## src/rtl/float_pkg.sv

```systemverilog
// Shared IEEE-754 single-precision definitions used by float_add and float_to_fixed.
package float_pkg;

    localparam int FP_EXP_BIAS = 127;
    localparam int FP_MANT_W   = 23;
    localparam int FP_EXP_W    = 8;
    localparam int FP_EXP_MAX  = 255;

    typedef struct packed {
        logic                 sign;
        logic [FP_EXP_W-1:0]  exp;
        logic [FP_MANT_W-1:0] frac;
    } fp32_t;

    typedef enum logic [1:0] {FP_ZERO, FP_NORM, FP_INF, FP_NAN} fp_class_e;

    // Denormals are classed as zero; callers flush them.
    function automatic fp_class_e fp_classify(input fp32_t f);
        if (f.exp == FP_EXP_W'(FP_EXP_MAX))
            return (f.frac != '0) ? FP_NAN : FP_INF;
        else if (f.exp == '0)
            return FP_ZERO;
        else
            return FP_NORM;
    endfunction

endpackage

```

## src/rtl/fp_round_sat.sv

```systemverilog
// Stage-2 combinational logic of float_to_fixed: round-to-nearest-even, apply sign, saturate.
module fp_round_sat
    import float_pkg::*;
#(
    parameter int OUT_W = 32
) (
    input  fp_class_e          cls,
    input  logic               sign,
    input  logic [OUT_W+23:0]  mag,
    input  logic               guard,
    input  logic               sticky,
    output logic [OUT_W-1:0]   data,
    output logic               ovf,
    output logic               nan,
    output logic               inexact
);

    localparam logic [OUT_W-1:0] MAX_POS = {1'b0, {(OUT_W-1){1'b1}}};
    localparam logic [OUT_W-1:0] MIN_NEG = {1'b1, {(OUT_W-1){1'b0}}};

    logic              round_up;
    logic [OUT_W+24:0] rounded;
    logic              too_big;

    always_comb begin
        // NOTE: every output gets a default first so no path through the case infers a latch.
        data    = '0;
        ovf     = 1'b0;
        nan     = 1'b0;
        inexact = 1'b0;

        round_up = guard & (sticky | mag[0]);
        rounded  = {1'b0, mag} + (OUT_W+25)'(round_up);
        // The negative side may reach exactly 2^(OUT_W-1) without overflowing.
        too_big  = sign ? (rounded > (OUT_W+25)'(MIN_NEG))
                        : (rounded > (OUT_W+25)'(MAX_POS));

        case (cls)
            FP_NAN: nan = 1'b1;
            FP_INF: begin
                ovf  = 1'b1;
                data = sign ? MIN_NEG : MAX_POS;
            end
            default: begin
                inexact = guard | sticky;
                if (too_big) begin
                    ovf  = 1'b1;
                    data = sign ? MIN_NEG : MAX_POS;
                end else begin
                    data = sign ? -rounded[OUT_W-1:0] : rounded[OUT_W-1:0];
                end
            end
        endcase
    end

endmodule

```

## src/rtl/float_to_fixed.sv

```systemverilog
// Two-stage streaming IEEE-754 single to signed Q(OUT_W-FRAC_BITS).FRAC_BITS converter.
// Optional FLOAT_TO_FIXED_STICKY_FLAGS_EN adds clr_sticky / sticky_flags accumulation.
module float_to_fixed
    import float_pkg::*;
#(
    parameter int FRAC_BITS = 16,
    parameter int OUT_W     = 32
) (
    input  logic             clk,
    input  logic             rst,
    input  logic             in_valid,
    output logic             in_ready,
    input  logic [31:0]      in_data,
    output logic             out_valid,
    input  logic             out_ready,
    output logic [OUT_W-1:0] out_data,
    output logic             out_ovf,
    output logic             out_nan,
    output logic             out_inexact
`ifdef FLOAT_TO_FIXED_STICKY_FLAGS_EN
    ,
    input  logic             clr_sticky,
    output logic [2:0]       sticky_flags
`endif
);

    localparam int MAG_W = OUT_W + 24;

    fp32_t in_fp;
    logic  advance;

    assign in_fp    = in_data;
    assign advance  = !out_valid | out_ready;
    assign in_ready = advance;

    logic signed [9:0] sh;
    logic [9:0]        rsh;
    logic [4:0]        rsh5;
    logic [24:0]       m_ext;
    logic [24:0]       drop_mask;
    fp_class_e         cls_c;
    logic [MAG_W-1:0]  mag_c;
    logic              guard_c;
    logic              sticky_c;

    always_comb begin
        sh = $signed({2'b00, in_fp.exp}) - $signed(10'(FP_EXP_BIAS + FP_MANT_W))
           + $signed(10'(FRAC_BITS));
        rsh       = -sh;
        rsh5      = rsh[4:0];
        m_ext     = {2'b01, in_fp.frac};
        drop_mask = (25'd1 << rsh5) - 25'd1;
        cls_c     = fp_classify(in_fp);
        mag_c     = '0;
        guard_c   = 1'b0;
        sticky_c  = 1'b0;

        case (cls_c)
            FP_ZERO: sticky_c = |in_fp.frac;
            FP_NORM: begin
                if (!sh[9]) begin
                    // Shifts past OUT_W cannot fit; all-ones forces saturation downstream.
                    if ($unsigned(sh) > 10'(OUT_W))
                        mag_c = '1;
                    else
                        mag_c = MAG_W'(m_ext[23:0]) << sh[5:0];
                end else if (rsh > 10'd25) begin
                    sticky_c = 1'b1;
                end else begin
                    mag_c    = MAG_W'(m_ext >> rsh5);
                    guard_c  = |(m_ext & (drop_mask ^ (drop_mask >> 1)));
                    sticky_c = |(m_ext & (drop_mask >> 1));
                end
            end
            default: ;
        endcase
    end

    logic             s1_valid;
    fp_class_e        s1_cls;
    logic             s1_sign;
    logic [MAG_W-1:0] s1_mag;
    logic             s1_guard;
    logic             s1_sticky;

    logic [OUT_W-1:0] rs_data;
    logic             rs_ovf;
    logic             rs_nan;
    logic             rs_inexact;

    fp_round_sat #(.OUT_W(OUT_W)) u_round_sat (
        .cls     (s1_cls),
        .sign    (s1_sign),
        .mag     (s1_mag),
        .guard   (s1_guard),
        .sticky  (s1_sticky),
        .data    (rs_data),
        .ovf     (rs_ovf),
        .nan     (rs_nan),
        .inexact (rs_inexact)
    );

    // NOTE: non-blocking assignments so every register samples pre-edge values.
    always_ff @(posedge clk) begin
        if (rst) begin
            s1_valid    <= 1'b0;
            out_valid   <= 1'b0;
            out_data    <= '0;
            out_ovf     <= 1'b0;
            out_nan     <= 1'b0;
            out_inexact <= 1'b0;
        end else if (advance) begin
            s1_valid  <= in_valid;
            out_valid <= s1_valid;
            if (s1_valid) begin
                out_data    <= rs_data;
                out_ovf     <= rs_ovf;
                out_nan     <= rs_nan;
                out_inexact <= rs_inexact;
            end
        end
    end

    // NOTE: stage-1 payload needs no reset; it is only consumed behind s1_valid.
    always_ff @(posedge clk) begin
        if (advance && in_valid) begin
            s1_cls    <= cls_c;
            s1_sign   <= in_fp.sign;
            s1_mag    <= mag_c;
            s1_guard  <= guard_c;
            s1_sticky <= sticky_c;
        end
    end

`ifdef FLOAT_TO_FIXED_STICKY_FLAGS_EN
    logic out_fire;
    assign out_fire = out_valid & out_ready;

    // A transfer in the clearing cycle still sets its flags.
    always_ff @(posedge clk) begin
        if (rst)
            sticky_flags <= 3'b000;
        else
            sticky_flags <= (clr_sticky ? 3'b000 : sticky_flags)
                          | (out_fire ? {out_nan, out_ovf, out_inexact} : 3'b000);
    end
`endif

endmodule

```

## config.mk

```make
export PLATFORM = sky130hd
export DESIGN_NAME = float_to_fixed
export DESIGN_NICKNAME = d
export VERILOG_FILES = /design/src/rtl/float_pkg.sv /design/src/rtl/fp_round_sat.sv /design/src/rtl/float_to_fixed.sv
export SDC_FILE = /design/constraint.sdc
export NUM_CORES = 1
export LEC_CHECK = 0
export CAP_MARGIN = 30
export CORE_MARGIN = 1.5
export CORE_UTILIZATION = 67
export DETAILED_ROUTE_END_ITERATION = 12
export PLACE_DENSITY = 0.89
export SYNTH_ARGS = -nofsm -noshare
export SYNTH_HDL_FRONTEND = slang
export SYNTH_SLANG_ARGS = --single-unit
```

## constraint.sdc

```tcl
create_clock -name clk -period 7.1 [get_ports clk]
set_clock_uncertainty 0.15 [all_clocks]
set_input_delay 1.065 -clock clk [delete_from_list [all_inputs] [get_ports clk]]
set_output_delay 1.065 -clock clk [all_outputs]
set_load 0.01 [all_outputs]
```

==> results.py, run 1 <==
metrics = {
    "status": {
        "status": "completed",
    },
    "cts": {
        "cts_tree": "built",
        "cts_max_level": 3,
        "clock-sinks": 98,
        "clock_latency_ns": 0.35,
        "cts_hold_buffers": 0,
        "post_cts_buffers": 0,
        "clock_path_buffers": 2,
        "numCtsBuffers": 9,
        "cts-resized-gates": 0,
        "path_clk_slew_ns": 0.07,
        "root_buffer": "clkbuf_16",
    },
    "global_route": {
        "grt_pass1_vias": 10800,
        "track_usage_pct": 39.6,
        "grt_max_degree": 63,
        "grt_overflow_total": 0,
        "grt_pass1_wl_um": 57500,
        "antenna_found_initial": 0,
    },
    "timing": {
        "setup-tns-final_ns": 0,
        "maxSlewHeadroom_pct": 31.7,
        "worstMarginPinSlew_ns": 1.02,
        "setup_viol": 0,
        "hold_viol": 0,
        "rsz0062_at_grt": "false",
        "timing.fmax_mhz": 178,
        "period_share_pct": 79.0,
        "slew_viol_final": 0,
        "fin_crit_ns": 5.61,
    },
    "finish": {
        "area_growth_pct": 8.32,
        "nets": 1545,
        "drive_gt1_share_pct": 9.69,
        "finalNonFillerCells": 1722,
        "fillCellCount": 1353,
        "diodes": 0,
    },
    "route": {
        "dr.pass1.iters": 7,
        "vias": 12400,
        "postRouteAntennaNets": 0,
        "drtIter0Drc": 1767,
        "via_per_inst": 7.18,
        "route.detailed.drc": 0,
        "drt-total-wl_um": 36700,
        "drt-wirelength-per-cell_um": 21.3,
    },
    "logic_synthesis": {
        "synth_ff_type": "edfxtp_1",
        "synth.mux.area_fraction_pct": 9.48,
        "yosys.area_share.simple_pct": 26.5,
        "synth_xor_area_share_pct": 6.29,
        "synth_compound_area_share_pct": 27.6,
        "synth_seq_area_share_pct": 22.1,
        "ys_ff_latch": 98,
        "synthesis.area_um2": 11600,
        "syn-instance-count": 1518,
        "synth_cell_types": 98,
        "synth_fa_ha_area_share_pct": 1.83,
        "ys_warn_count": 0,
        "synth_top_family_by_area": "compound AO/OA/AOI/OAI gates",
        "synth_fp_nets": 1571,
        "async_flop_share_pct": 0,
        "syn_area_per_cell_um2": 7.67,
        "synth_edf_count": 61,
    },
    "critical_path": {
        "arrival_ns": 5.55,
        "path_class": "primary input to flip-flop",
        "critPathMaxStageDelay_ns": 0.58,
        "cp_max_fo": 16,
        "required_ns": 7.04,
        "slowest_stage": "clkdlybuf4s50_1",
        "critical_path.endpoint_type": "flip-flop",
        "crit_path_start_kind": "primary input",
        "cp_cell_sequence": "clkdlybuf4s50_1, ha_1, nor2b_1, nand2_1, xnor2_2, nor2_1, nand3_1, ha_1, buf_4, inv_1, a21oi_1, mux2i_1, a21boi_0, o31a_1, mux2i_1, o2111ai_1, nor4_1, a31oi_1",
    },
    "job": {
        "drv_cap": 0,
    },
    "placed_design": {
        "io_buffers": 72,
        "place.gp.congestion": 1.03,
        "dp_hpwl_um": 27500,
        "place_inst": 1706,
    },
    "power_and_ir_drop": {
        "leakagePower_nw": 4.29,
        "powerDensity_nw_per_um2": 179,
        "seq_power_share_pct": 32.9,
        "p_int_w": 0.00132,
        "switching_share_pct": 41.6,
        "max-vdd-ir-drop_v": 0.000112,
        "p_sw_w": 0.000936,
        "comb_power_share_pct": 46.4,
        "power.share.clock_pct": 20.7,
    },
    "die": {
        "die-area_um2": 18200,
        "dieWidth_um": 135,
        "start_util_pct": 68.0,
        "io_pins": 73,
        "fp.coreArea_um2": 17100,
        "die_h_um": 135,
        "row_count": 48,
    },
    "min_path": {
        "hold_class": "flip-flop to flip-flop",
    },
}
## worst max-delay path, delay by kind of cell
family	cells	cell delay [ns]
and+or+nand+nor	5	1.38
buffers and inverters	3	0.96
AOI/OAI and AO/OA	5	0.92
adders and majority gates	2	0.54
muxes	2	0.47
xor gates and xnor gates	1	0.19
## registers in the layout, summed over array words and instances (netlist names)
name and flops:
out_data 32, out_inexact 1, out_nan 1, out_ovf 1, out_valid 1, s1_cls 2, s1_guard 1, s1_mag 56
s1_sign 1, s1_sticky 1, s1_valid 1
## final timing paths
kind / startpoint / to / slack, ns / cells past startpoint
max reg2reg: s1_guard / out_data[31] / 2.05 / 12
min: out_nan / out_nan / 0.32 / 2
max: in_data[25] / s1_guard / 1.49 / 18
min reg2reg: out_nan / out_nan / 0.32 / 2
## cell usage after synthesis (21+ instances only)
library cell    n  area [um^2]
and3_1         30          188
inv_1          37          139
xor2_1         23          201
a31oi_1        33          206
edfxtp_1       61         1830
clkbuf_1       87          327
mux2i_1        45          450
nand2_1       160          601
o21ai_0       101          505
dfxtp_1        37          741
nor4_1         38          238
nand3_1        53          265
mux4_2         24          541
nor2_1        135          507
xnor2_1        55          482
nor3_1         47          235
nand4_1        36          225
buf_1          21         78.8
o22ai_1        30          188
a21oi_1       109          546
## cell type report
| type | count | area [um^2] | area share, % |
|---|---|---|---|
| multi-input combinational | 1249 | 8430 | 66.9 |
| sequential | 98 | 2570 | 20.4 |
| timing repair buffer | 95 | 898 | 7.12 |
| tap | 225 | 282 | 2.23 |
| clock buffer | 10 | 229 | 1.82 |
| inverter | 39 | 146 | 1.16 |
| clock inverter | 6 | 50.0 | 0.397 |
## metal layers
| layer | up-vias | share of wire (%) | track usage (%) |
|---|---|---|---|
| met4 | 0 | 4.4 | 17.9 |
| met2 | 790 | 47 | 65.1 |
| met5 | - | 0 | 0 |
| li1 | 5713 | - | - |
| met3 | 134 | 8.6 | 5.89 |
| met1 | 5724 | 40 | 51.7 |
## per-stage QoR
stage	total power, W	util, %	setup WS [ns]	cell area, um^2	hold slack, ns
6_report	0.00225	73.7	1.49	12600	0.318
5_1_grt	0.00236	73.7	1.25	12600	0.341
4_1_cts	0.00222	73.7	1.63	12600	0.321
3_5_place_dp	0.00176	72.0	1.27	12300	0.310
3_3_place_gp	0.00173	71.9	1.37	12300	0.295
2_1_floorplan	0.00147	-	2.06	11600	0.299
## layout by cell type (no fill, tap or decap), types with 32 or more instances in the layout
cell / count
nor2_1: 135
nand2_1: 160
nand4_1: 36
xnor2_1: 51
edfxtp_1: 61
nor3_1: 47
dfxtp_1: 37
clkdlybuf4s50_1: 70
inv_1: 37
a21oi_1: 109
nand3_1: 53
nor4_1: 38
a31oi_1: 32
mux2i_1: 45
o21ai_0: 101
## logic make-up (layout without fill, tap and decap cells)
kind of cell    after synthesis  after routing
mux                          79             79
buf+inv                     171            150
xor+xnor                     81             81
simple gates                610            610
flops                        98             98
compound gates              462            462
fa+ha+maj                    17             17
## power groups by stage
stage	Sequential [W]	Clock (W)	Combinational (W)
floorplan	0.000736	0	0.000729
global placement	0.000746	0	0.000988
detailed placement	0.000750	0	0.00101
CTS	0.000737	0.000466	0.00101
global route	0.000747	0.000488	0.00112
finish	0.000741	0.000465	0.00105
Note: power is estimated with default switching activity, not from simulation.
==> run 2, diff against run 1 <==
Settings changed: CORE_UTILIZATION 67 to 62, PLACE_DENSITY 0.89 to 0.83.
Clock period 7.1 ns to 5.27 ns, I/O delays scaled along.
==> run 2 against run 1 <==
Effect of this change:
- worst hold slack improved by 0.026 ns
- first-iteration DRC count fell by 4.2%
- combinational power rose by 38%
- wire length rose by 3.0%
- critical path depth fell by 5
- via count rose by 1.0%
- total power rose by 39%
- non-clock buffer count rose by 37
- sequential power rose by 35%
- die area rose by 7.9%
- sequential share of layout area fell by 0.49 points
- critical path type unchanged
- largest power group unchanged
- highest routed layer unchanged
==> results.py, run 2 (same netlist as run 1, synthesis figures left out) <==
metrics = {
    "die": {
        "io_pins": 73,
        "dieWidth_um": 140,
        "start_util_pct": 63.9,
        "die-area_um2": 19600,
        "row_count": 49,
        "die_h_um": 140,
        "fp.coreArea_um2": 18200,
    },
    "finish": {
        "largest_reg_flops": 56,
        "fillCellCount": 1510,
        "largestRegisters": "s1_mag x56, out_data x32, s1_cls x2",
        "drive_gt1_share_pct": 11.9,
        "multi_input_area_um2": 8430,
        "area_growth_pct": 11.0,
        "diodes": 0,
        "nets": 1582,
        "layout_commonest_cell": "nand2_1",
        "top_register": "s1_mag",
        "final_cell_mix": "nand2_1 (160), nor2_1 (135), a21oi_1 (109)",
        "register_area_um2": 2570,
    },
    "timing": {
        "worstMarginPinSlew_ns": 0.934,
        "period_share_pct": 92.5,
        "hold_viol": 0,
        "setup_viol": 0,
        "maxSlewHeadroom_pct": 37.7,
        "fin_crit_ns": 4.88,
        "slew_viol_final": 0,
        "rsz0062_at_grt": "false",
        "timing.fmax_mhz": 205,
        "setup-tns-final_ns": 0,
        "setup_ws_ns": 0.394,
    },
    "critical_path": {
        "cp_num_buf_inv": 2,
        "arrival_ns": 4.94,
        "crit_path_start_kind": "primary input",
        "rrSetupSlack_ns": 0.71,
        "cp_top_family": "compound AO/OA/AOI/OAI gates",
        "critPathMaxStageDelay_ns": 0.63,
        "path_class": "primary input to flip-flop",
        "required_ns": 5.34,
        "cp_max_fo": 6,
        "cp_cell_sequence": "clkdlybuf4s50_1, ha_1, buf_4, o21ai_0, xor2_1, ha_1, nor2_1, and3_1, nand3_1, a221oi_1, o2111ai_1, nor3_1, a221o_1",
        "slowest_stage": "nor3_1",
        "critical_path.endpoint_type": "flip-flop",
        "critPathMostFrequentCell": "ha_1",
    },
    "placed_design": {
        "place_ws_ns": 0.136,
        "place.gp.congestion": 1.01,
        "dp_hpwl_um": 28900,
        "io_buffers": 72,
    },
    "cts": {
        "cts_max_level": 3,
        "post_cts_buffers": 0,
        "clock_latency_ns": 0.36,
        "clock-sinks": 98,
        "cts_hold_buffers": 0,
        "path_clk_slew_ns": 0.07,
        "cts_tree": "built",
        "numCtsBuffers": 9,
        "root_buffer": "clkbuf_16",
        "cts-resized-gates": 0,
        "clock_path_buffers": 2,
    },
    "route": {
        "vias": 12500,
        "drt-wirelength-per-cell_um": 21.4,
        "route.detailed.drc": 0,
        "via_per_inst": 7.08,
        "postRouteAntennaNets": 0,
        "drt-total-wl_um": 37800,
        "dr.pass1.iters": 6,
        "drtIter0Drc": 1693,
    },
    "power_and_ir_drop": {
        "seq_power_share_pct": 31.8,
        "switching_share_pct": 40.4,
        "comb_power_share_pct": 46.2,
        "leakagePower_nw": 4.50,
        "p_int_w": 0.00187,
        "p_sw_w": 0.00127,
        "power.share.clock_pct": 22.0,
        "max-vdd-ir-drop_v": 0.000143,
        "powerDensity_nw_per_um2": 243,
    },
    "min_path": {
        "hold_class": "flip-flop to flip-flop",
    },
    "global_route": {
        "grt_overflow_total": 0,
        "grt_max_degree": 60,
        "track_usage_pct": 38.0,
        "grt_pass1_vias": 11000,
        "antenna_found_initial": 0,
        "grt_pass1_wl_um": 59300,
    },
    "status": {
        "status": "completed",
    },
    "job": {
        "drv_cap": 0,
    },
}
==> run 2: layer usage <==
layer	wire [um]	global-route usage (%)
met1	15400	50.0
met2	17200	62.0
met4	1660	16.2
met3	3480	6.60
met5	0	0
==> run 2: power groups by stage <==
stage / registers (W) / clock network [W] / logic (W)
floorplan: 0.000992 / 0 / 0.000983
global placement: 0.00101 / 0 / 0.00138
detailed placement: 0.00101 / 0 / 0.00140
CTS: 0.000995 / 0.000698 / 0.00141
global route: 0.00101 / 0.000728 / 0.00156
finish: 0.000999 / 0.000689 / 0.00145
==> run 2: worst paths after layout <==
path / startpoint / to / cells after the start
worst min register to register: out_nan / out_nan / 2
worst min-delay path: out_nan / out_nan / 2
worst max register to register: s1_guard / out_data[26] / 13
worst max-delay path: in_data[25] / s1_mag[10] / 13
==> run 2: worst reg2reg max path: stages, from the launching register on <==
cell       delay, ns
edfxtp_1        0.42
o21a_1          0.15
ha_1            0.23
ha_1            0.30
nand3_1         0.27
nor4_2          0.55
nor2_1          0.12
a31oi_1         0.30
nand4_1         0.58
nor3_2          0.45
a21oi_2         0.15
o21ai_4         0.32
buf_4           0.35
o2bb2ai_2       0.14
==> run 2: through the flow <==
step / util (%) / instance area [um^2] / hold WS [ns] / total power, W / std cells
floorplan: - / 11600 / 0.299 / 0.00197 / 1518
global placement: 69.2 / 12600 / 0.296 / 0.00239 / 1746
detailed placement: 69.2 / 12600 / 0.329 / 0.00241 / 1747
CTS: 70.9 / 12900 / 0.339 / 0.00310 / 1763
global route: 70.9 / 12900 / 0.351 / 0.00330 / 1763
finish: 70.9 / 12900 / 0.344 / 0.00314 / 1763
==> run 2: area by class of cell <==
cell class / instances / share of cell area (%)
flip-flops and latches: 98 / 19.9
inverters: 39 / 1.13
clock buffers: 10 / 1.94
well taps: 229 / 2.22
clock inverters: 6 / 0.475
repair buffers: 132 / 9.05
multi-input cells: 1249 / 65.3
==> run 3, diff against run 2 <==
Settings changed: CORE_UTILIZATION 62 to 33, PLACE_DENSITY 0.83 to not set.
==> run 3 against run 2 <==
Effect of this change:
- wire length up 7.8%
- setup slack worse by 0.11 ns
- count of clock-buffer cells in the layout unchanged
- non-clock buffer count down 4
- sequential cell count unchanged
- critical path type unchanged
- critical endpoint is now s1_guard
==> results.py, run 3 (same netlist as run 1, synthesis figures left out) <==
metrics = {
    "die": {
        "row_count": 68,
        "die_h_um": 191,
        "die-area_um2": 36400,
        "dieWidth_um": 191,
        "start_util_pct": 33.6,
        "fp.coreArea_um2": 34600,
        "io_pins": 73,
    },
    "power_and_ir_drop": {
        "leakagePower_nw": 4.46,
        "power.share.clock_pct": 21.0,
        "p_sw_w": 0.00128,
        "switching_share_pct": 41.0,
        "seq_power_share_pct": 32.3,
        "max-vdd-ir-drop_v": 0.000169,
        "comb_power_share_pct": 46.7,
        "powerDensity_nw_per_um2": 236,
        "p_int_w": 0.00183,
        "total_power_w": 0.00311,
    },
    "route": {
        "via_per_inst": 6.12,
        "vias": 12100,
        "dr.pass1.iters": 6,
        "route.detailed.drc": 0,
        "drtIter0Drc": 1312,
        "drt-wirelength-per-cell_um": 20.5,
        "postRouteAntennaNets": 0,
        "drt-total-wl_um": 40700,
    },
    "cts": {
        "clock_path_buffers": 2,
        "root_buffer": "clkbuf_16",
        "post_cts_buffers": 0,
        "path_clk_slew_ns": 0.07,
        "cts_tree": "built",
        "clock-sinks": 98,
        "numCtsBuffers": 9,
        "cts_hold_buffers": 0,
        "cts_max_level": 3,
        "clock_latency_ns": 0.36,
    },
    "timing": {
        "slew_viol_final": 0,
        "timing.fmax_mhz": 200,
        "maxSlewHeadroom_pct": 40.3,
        "setup_viol": 0,
        "worstMarginPinSlew_ns": 0.888,
        "period_share_pct": 94.6,
        "setup-tns-final_ns": 0,
        "hold_viol": 0,
        "rsz0062_at_grt": "false",
        "fin_crit_ns": 4.99,
    },
    "global_route": {
        "grt_pass1_vias": 11400,
        "grt_max_degree": 59,
        "grt_pass1_wl_um": 63900,
        "antenna_found_initial": 0,
        "track_usage_pct": 22.1,
        "grt_overflow_total": 0,
    },
    "status": {
        "status": "completed",
    },
    "min_path": {
        "hold_class": "flip-flop to flip-flop",
        "whs_path_depth": 2,
        "hp-start": "out_nan",
        "hold_end": "out_nan",
    },
    "finish": {
        "nets": 1578,
        "final_cell_mix": "nand2_1 (160), nor2_1 (135), a21oi_1 (109)",
        "drive_gt1_share_pct": 11.6,
        "area_growth_pct": 13.1,
        "fillCellCount": 3598,
        "largest_reg_flops": 56,
        "top_register": "s1_mag",
        "largestRegisters": "s1_mag x56, out_data x32, s1_cls x2",
        "diodes": 0,
        "layout_commonest_cell": "nand2_1",
    },
    "critical_path": {
        "crit_path_start_kind": "primary input",
        "cp_cell_sequence": "clkdlybuf4s50_1, ha_2, xor2_4, nand2_1, xnor2_2, nor2_1, nand3_1, ha_1, inv_1, a21oi_1, mux2i_1, a21boi_0, o31a_1, mux2i_1, o2111ai_1, nor4_1, a31oi_1",
        "cp_max_fo": 7,
        "critPathMaxStageDelay_ns": 0.52,
        "cp_num_buf_inv": 2,
        "slowest_stage": "clkdlybuf4s50_1",
        "path_class": "primary input to flip-flop",
        "critical_path.endpoint_type": "flip-flop",
        "critPathMostFrequentCell": "mux2i_1",
        "reg2regPathDepth": 12,
        "rrSetupSlack_ns": 0.60,
        "reg2reg_from": "s1_sticky",
        "required_ns": 5.20,
        "reg2reg_to": "out_data[5]",
        "arrival_ns": 4.92,
        "cp_top_family": "simple AND/OR/NAND/NOR gates",
    },
    "job": {
        "drv_cap": 0,
    },
    "placed_design": {
        "io_buffers": 72,
        "dp_hpwl_um": 31300,
        "place.gp.congestion": 0.966,
    },
}
[run 3: how the worst max path moves through the flow]
stage	start	to	slack, ns	cells after the start
2_1_floorplan	in_data[23]	s1_guard	0.50	17
3_3_place_gp	in_data[25]	s1_guard	0.18	17
3_5_place_dp	in_data[25]	s1_guard	0.006	17
4_1_cts	in_data[25]	s1_guard	0.37	17
5_1_grt	in_data[25]	s1_guard	0.02	17
6_report	in_data[25]	s1_guard	0.28	17
[run 3: cell type report]
type                            instances  area, um^2  share of cell area, %
Clock inverter                          5        63.8                  0.485
Tap cell                              455         569                   4.33
Multi-Input combinational cell       1249        8450                   64.2
Inverter                               39         146                   1.11
Clock buffer                           10         229                   1.74
Sequential cell                        98        2570                   19.5
Timing Repair Buffer                  128        1130                   8.62
[run 3: power by group through the flow]
stage | clock network [W] | registers [W] | logic (W)
5_1_grt | 0.000697 | 0.00101 | 0.00157
2_1_floorplan | 0 | 0.000992 | 0.000983
3_5_place_dp | 0 | 0.00102 | 0.00142
6_report | 0.000654 | 0.00100 | 0.00145
3_3_place_gp | 0 | 0.00101 | 0.00141
4_1_cts | 0.000669 | 0.00100 | 0.00142
[run 3: per-stage QoR]
step	setup WS (ns)	area, um^2	util [%]	std cells	hold WS [ns]
floorplan	0.503	11600	-	1518	0.299
global placement	0.184	12900	37.1	1968	0.300
detailed placement	0.00604	12900	37.2	1969	0.316
CTS	0.366	13200	38.0	1984	0.326
global route	0.0222	13200	38.0	1984	0.374
finish	0.282	13200	38.0	1984	0.326
[run 3: worst min-delay path: stages, from the launching register on]
cell	delay, ns
dfxtp_1	0.32
nand2_1	0.05
a21oi_1	0.06
[run 3: metal layers]
metal / GRT usage [%] / part of all wire [%]
met5: 0 / 0
met4: 9.39 / 3.7
met3: 2.37 / 6.6
met2: 36.4 / 46
met1: 29.3 / 44
[run 3: what timing repair did]
item / 4_1_cts / 5_1_grt
endpoints found under the hold margin: 0 / 0
setup endpoints to repair: 0 / 1
gates resized for setup: 0 / 1
